===== src/rtl/countdown_pkg.sv =====
// Shared types and constants for the countdown sequencer: FSM state encoding,
// the maximum countdown value and active-low seven-segment patterns (gfedcba).
package countdown_pkg;

  typedef enum logic [1:0] {
    IDLE  = 2'd0,
    ARM   = 2'd1,
    COUNT = 2'd2,
    DONE  = 2'd3
  } state_e;

  localparam logic [2:0] REMAIN_MAX = 3'd4;

  // Active-low, bit order gfedcba: a lit segment is a 0.
  localparam logic [6:0] SEG_0   = 7'b1000000;
  localparam logic [6:0] SEG_1   = 7'b1111001;
  localparam logic [6:0] SEG_2   = 7'b0100100;
  localparam logic [6:0] SEG_3   = 7'b0110000;
  localparam logic [6:0] SEG_4   = 7'b0011001;
  localparam logic [6:0] SEG_OFF = 7'b1111111;

  // Seconds still to go, given elapsed seconds 0..3 from the second driver.
  function automatic logic [2:0] remainFromDetail(input logic [1:0] detail);
    return REMAIN_MAX - {1'b0, detail};
  endfunction

endpackage


===== src/rtl/seg7_decoder.sv =====
// Combinational digit-to-segment map for the countdown display; digits above
// the countdown range blank the display.
module seg7_decoder
  import countdown_pkg::*;
(
  input  logic [2:0] digit_i,
  output logic [6:0] seg_o
);

  always_comb begin
    seg_o = SEG_OFF;
    case (digit_i)
      3'd0:    seg_o = SEG_0;
      3'd1:    seg_o = SEG_1;
      3'd2:    seg_o = SEG_2;
      3'd3:    seg_o = SEG_3;
      3'd4:    seg_o = SEG_4;
      default: seg_o = SEG_OFF;
    endcase
  end

endmodule


===== src/rtl/countdown_sequencer.sv =====
// Four-second countdown sequencer driving an external second driver and a
// seven-segment display. Define COUNTDOWN_BUZZER_EN to enable the buzzer output.
module countdown_sequencer
  import countdown_pkg::*;
#(
  parameter int unsigned HOLD_CYCLES = 100_000_000
) (
  input  logic       clk,
  input  logic       rst,
  input  logic       start,
  input  logic       abort,
  input  logic       countFinish,
  input  logic [1:0] countDetail,
  input  logic       flash,
  output logic       countEnable,
  output logic       busy,
  output logic       go,
  output logic [2:0] remaining,
  output logic [6:0] seg,
  output logic       dot,
  output logic       buzzer
);

  localparam logic [31:0] HOLD_LAST = (HOLD_CYCLES == 0) ? 32'd0 : 32'(HOLD_CYCLES - 1);

  state_e      state_q, state_d;
  logic [31:0] holdCnt_q, holdCnt_d;
  logic        go_q, go_d;
  logic [2:0]  remaining_q, remaining_d;
  logic [6:0]  seg_q, seg_d;
  logic        holdExpired;

  assign holdExpired = (holdCnt_q == HOLD_LAST);

  always_ff @(posedge clk or posedge rst) begin
    if (rst) begin
      state_q <= IDLE;
    end else begin
      state_q <= state_d;
    end
  end

  // Abort has priority over every other request once a countdown is under way.
  always_comb begin
    state_d = state_q;
    case (state_q)
      IDLE: begin
        if (start) state_d = ARM;
      end
      ARM: begin
        if (abort) state_d = IDLE;
        else       state_d = COUNT;
      end
      COUNT: begin
        if (abort)            state_d = IDLE;
        else if (countFinish) state_d = DONE;
      end
      DONE: begin
        if (abort)            state_d = IDLE;
        else if (start)       state_d = ARM;
        else if (holdExpired) state_d = IDLE;
      end
      default: state_d = IDLE;
    endcase
  end

  always_comb begin
    countEnable = (state_q == COUNT);
    busy        = (state_q != IDLE);
    go          = go_q;
    remaining   = remaining_q;
    seg         = seg_q;
    dot         = (state_q == COUNT) ? ~flash : 1'b1;
`ifdef COUNTDOWN_BUZZER_EN
    buzzer      = 1'b0;
    if (state_q == COUNT && remaining_q == 3'd1) buzzer = flash;
    else if (state_q == DONE)                   buzzer = 1'b1;
`else
    buzzer      = 1'b0;
`endif
  end

  // The hold counter sits at zero outside DONE, so it starts fresh on every entry.
  always_comb begin
    holdCnt_d = (state_q == DONE) ? holdCnt_q + 32'd1 : 32'd0;
    go_d      = (state_q == COUNT) && (state_d == DONE);
    case (state_q)
      COUNT:   remaining_d = remainFromDetail(countDetail);
      DONE:    remaining_d = 3'd0;
      default: remaining_d = REMAIN_MAX;
    endcase
  end

  seg7_decoder u_seg7 (
    .digit_i (remaining_d),
    .seg_o   (seg_d)
  );

  always_ff @(posedge clk or posedge rst) begin
    if (rst) begin
      holdCnt_q   <= 32'd0;
      go_q        <= 1'b0;
      remaining_q <= REMAIN_MAX;
      seg_q       <= SEG_4;
    end else begin
      holdCnt_q   <= holdCnt_d;
      go_q        <= go_d;
      remaining_q <= remaining_d;
      seg_q       <= seg_d;
    end
  end

endmodule


===== config.mk =====
export PLATFORM = sky130hd
export DESIGN_NAME = countdown_sequencer
export DESIGN_NICKNAME = d
export VERILOG_FILES = /design/src/rtl/countdown_pkg.sv /design/src/rtl/seg7_decoder.sv /design/src/rtl/countdown_sequencer.sv
export SDC_FILE = /design/constraint.sdc
export NUM_CORES = 1
export LEC_CHECK = 0
export CAP_MARGIN = 20
export CELL_PAD_IN_SITES_DETAIL_PLACEMENT = 2
export CELL_PAD_IN_SITES_GLOBAL_PLACEMENT = 2
export CORE_UTILIZATION = 32
export DETAILED_ROUTE_END_ITERATION = 16
export GPL_TIMING_DRIVEN = 0
export MAX_ROUTING_LAYER = met4
export PLACE_DENSITY_LB_ADDON = 0.1
export SYNTH_ARGS = -nofsm -noshare
export SYNTH_HDL_FRONTEND = slang
export SYNTH_SLANG_ARGS = --single-unit

===== constraint.sdc =====
create_clock -name clk -period 1.7 [get_ports clk]
set_input_delay 0.255 -clock clk [delete_from_list [all_inputs] [get_ports clk]]
set_output_delay 0.255 -clock clk [all_outputs]
set_load 0.01 [all_outputs]

==> metrics.txt <==
status finished clean; Clk pin slew, worst setup/hold paths 0.09 ns; Yosys top cell by area dfrtp_1; critical path's slowest cell dfrtp_1; Max Root-Sink Buffers 2; Yosys warnings 0; max cap viols 0; Critical Path Max Stage Delay around 0.4 ns; Avg WL per Cell 19.1 µm; hold_buf cts 0; antenna diode count 0; combinational share of power 17.0%; area delta synth->final 31.2%; CTS H-tree lvls 2; met1 WL roughly 3 mm; Initial Utilization about a third; mapped cell area between 0.002 and 0.0025 mm²; number of remaining DRC errors 0; TritonRoute pass-1 iters 4; CTS tree yes; fill cell count ~700; Peak VDD IR about 0.33 mV; GRT Util Overall about 20%; DIE WIDTH around 85 µm; Clock power frac 41.1%; global-route wire length before repair around 11 mm; WHS between 0.15 and 0.2 ns; Switching Share a little under a quarter; die height 85.3 µm; vias per cell between 5 and 6; total clock buffers created by CTS 5; crit path DAT 1.88 ns; Fmax achieved 605 MHz; final core utilization between 40% and 50%; Worst-Skew Late Latency 0.30 ns; vias in the first global route roughly 2,100; clock skew 0.00985 ns; WL met3 166 µm; DR top layer met4; Cells after Synth ~230; Routed Antenna Nets 0; Worst Hold Class input port to asynchronous set/reset pin; Most used DFF post-synth dfrtp_1; core area 0.00653 mm²; Hold Violations, Final 0; Die ar. about 0.0073 mm²; library cells used by synthesis between 40 and 50; Seq pwr share between 40% and 50%; worst path required time about 1.9 ns; total power between 2000 and 3000 µW; CTS root buf clkbuf_8; largest net degree at the start of global routing 38; R2R depth 5; endpoints failing setup 0; GR Overflow Total 0; DR vias roughly 1,900; CP startpoint kind flip-flop; initial antenna violation count 0; Buffers on Ports 21; most common cell after layout, fill and taps aside dfrtp_1; row count 29; Crit Path Max Fanout 10; area fraction of the dominant cell type after synthesis 46.2%; Seq/Total Area, Yosys approximately half; top cells by area, synth dfrtp_1, nor2_1, dfstp_2; min Tclk post-route between 1.5 and 2 ns; P_sw approximately 650 µW; Clock Sinks 44; routed wire length between 6 and 7 mm; nets@finish 276; critical path class flip-flop to flip-flop; PwrDens roughly 940 mW/mm²; share of cells above drive strength 1 26.2%; final worst-path cycle share between 90% and 100%; DP Wirelength 4.44 mm; flops & latches, synth 44; Post-synth EDFFs 0; Internal 2090 µW; io pins 23; met2 wire len 3.29 mm; Setup crit end kind flip-flop; placed cells between 300 and 400; worst path cell trace and4_4 -> nand4_4 -> buf_6 -> or4_1 -> a21oi_1; unrepaired setup endpoints after global routing yes; Routability Congestion 0.705; Static Leak 0.00124 µW; Final Max Tran Viols 0; syn avg cell area ~9.8 µm²; DRT iter0 DRCs 47; commonest non-fill, non-tap cells in the layout dfrtp_1, nor2_1, nand2_1, clkdlybuf4s50_1, buf_4; Post-Syn Nets between 200 and 250; async set-or-reset flop fraction in the synthesized netlist 100%; post-route insts no fill roughly 340
## worst max-delay path: cells and delay by family (launching register included)
family | cells | cell delay (ns)
buffers and inverters | 1 | 0.19
AOI/OAI and AO/OA | 1 | 0.15
DFF | 1 | 0.41
and+or+nand+nor | 3 | 0.83
## sequential cells by signal (all words and copies together) (netlist names)
| signal | count |
|---|---|
| state_q | 2 |
| go | 1 |
| holdCnt_q | 32 |
| remaining | 3 |
| seg | 6 |
## Yosys cell counts (2+ instances only)
cell type	n
nor3_1	3
xnor2_1	7
nand4_1	12
and4_1	6
nor4_1	3
dfstp_2	3
inv_1	11
clkbuf_1	5
mux2i_1	3
or4_1	7
and3_1	4
a41o_1	2
a21oi_1	12
ha_1	2
nor2_1	26
nand4_2	2
buf_4	3
nand2b_1	2
nand3_1	10
nor4b_1	2
nand2_1	18
dfrtp_1	41
o31ai_1	8
buf_2	2
xor2_1	7
and2_1	4
a31o_2	3
o21ai_0	3
## layer usage
| metal | global-route usage [%] | vias up |
|---|---|---|
| li1 | - | 889 |
| met1 | 24.6 | 986 |
| met2 | 34.9 | 35 |
| met3 | 3.02 | 7 |
| met4 | 4.09 | 0 |
| met5 | - | - |
## cells by family after synthesis
group	count (synthesis)	share of synthesized area, %
AO/OA/AOI/OAI	34	10.3
XOR/XNOR	14	5.52
adder cells (fa/ha/maj)	2	1.13
buffers and inverters	21	4.17
flip-flops	44	49.7
multiplexers	4	1.86
other	1	0.169
AND/OR/NAND/NOR	106	27.2
## power by group through the flow
stage	Combinational (µW)	Clock (µW)	Sequential, µW
2_1_floorplan	152	0	1180
3_3_place_gp	367	0	1160
3_5_place_dp	378	0	1170
4_1_cts	451	1160	1150
5_1_grt	508	1180	1160
6_report	464	1120	1150
## repair_timing
item / in CTS / in global routing
endpoints found under the hold margin: 0 / 0
resized for setup: 24 / 24
endpoints found under the setup margin: 30 / 27
pin swaps: 4 / 3
setup buffers: 8 / 5
## stage by stage
| stage | instance area (µm²) | worst slack [ns] | TNS (ns) |
|---|---|---|---|
| floorplan | 2220 | 0.0484 | 0 |
| CTS | 2830 | -0.0234 | -0.0776 |
| finish | 2910 | 0.0480 | 0 |
| global route | 2910 | -0.0790 | -0.244 |
| global placement | 2530 | -0.636 | -29.63 |
| detailed placement | 2550 | -0.268 | -3.30 |
## final cells by class
type | instances | area [µm²] | share of cell area (%)
clock buffers | 5 | 68.8 | 2.36
clock inverters | 3 | 90.1 | 3.09
flip-flops and latches | 44 | 1120 | 38.4
plain buffers | 8 | 52.6 | 1.80
multi-input cells | 161 | 1110 | 38.0
well taps | 77 | 96.3 | 3.31
repair buffers | 35 | 340 | 11.7
inverters | 11 | 41.3 | 1.42
## worst paths after layout
| path | startpoint | end | slack, ns |
|---|---|---|---|
| worst min-delay path | rst | holdCnt_q[26] | 0.17 |
| worst max register to register | holdCnt_q[13] | holdCnt_q[22] | 0.05 |
| worst max-delay path | holdCnt_q[13] | holdCnt_q[22] | 0.05 |
| worst min register to register | holdCnt_q[31] | holdCnt_q[31] | 0.56 |
| min in group clk | holdCnt_q[31] | holdCnt_q[31] | 0.56 |
| max in group asynchronous | rst | remaining[2] | 1.01 |
Power figures use the tool's default switching activity.
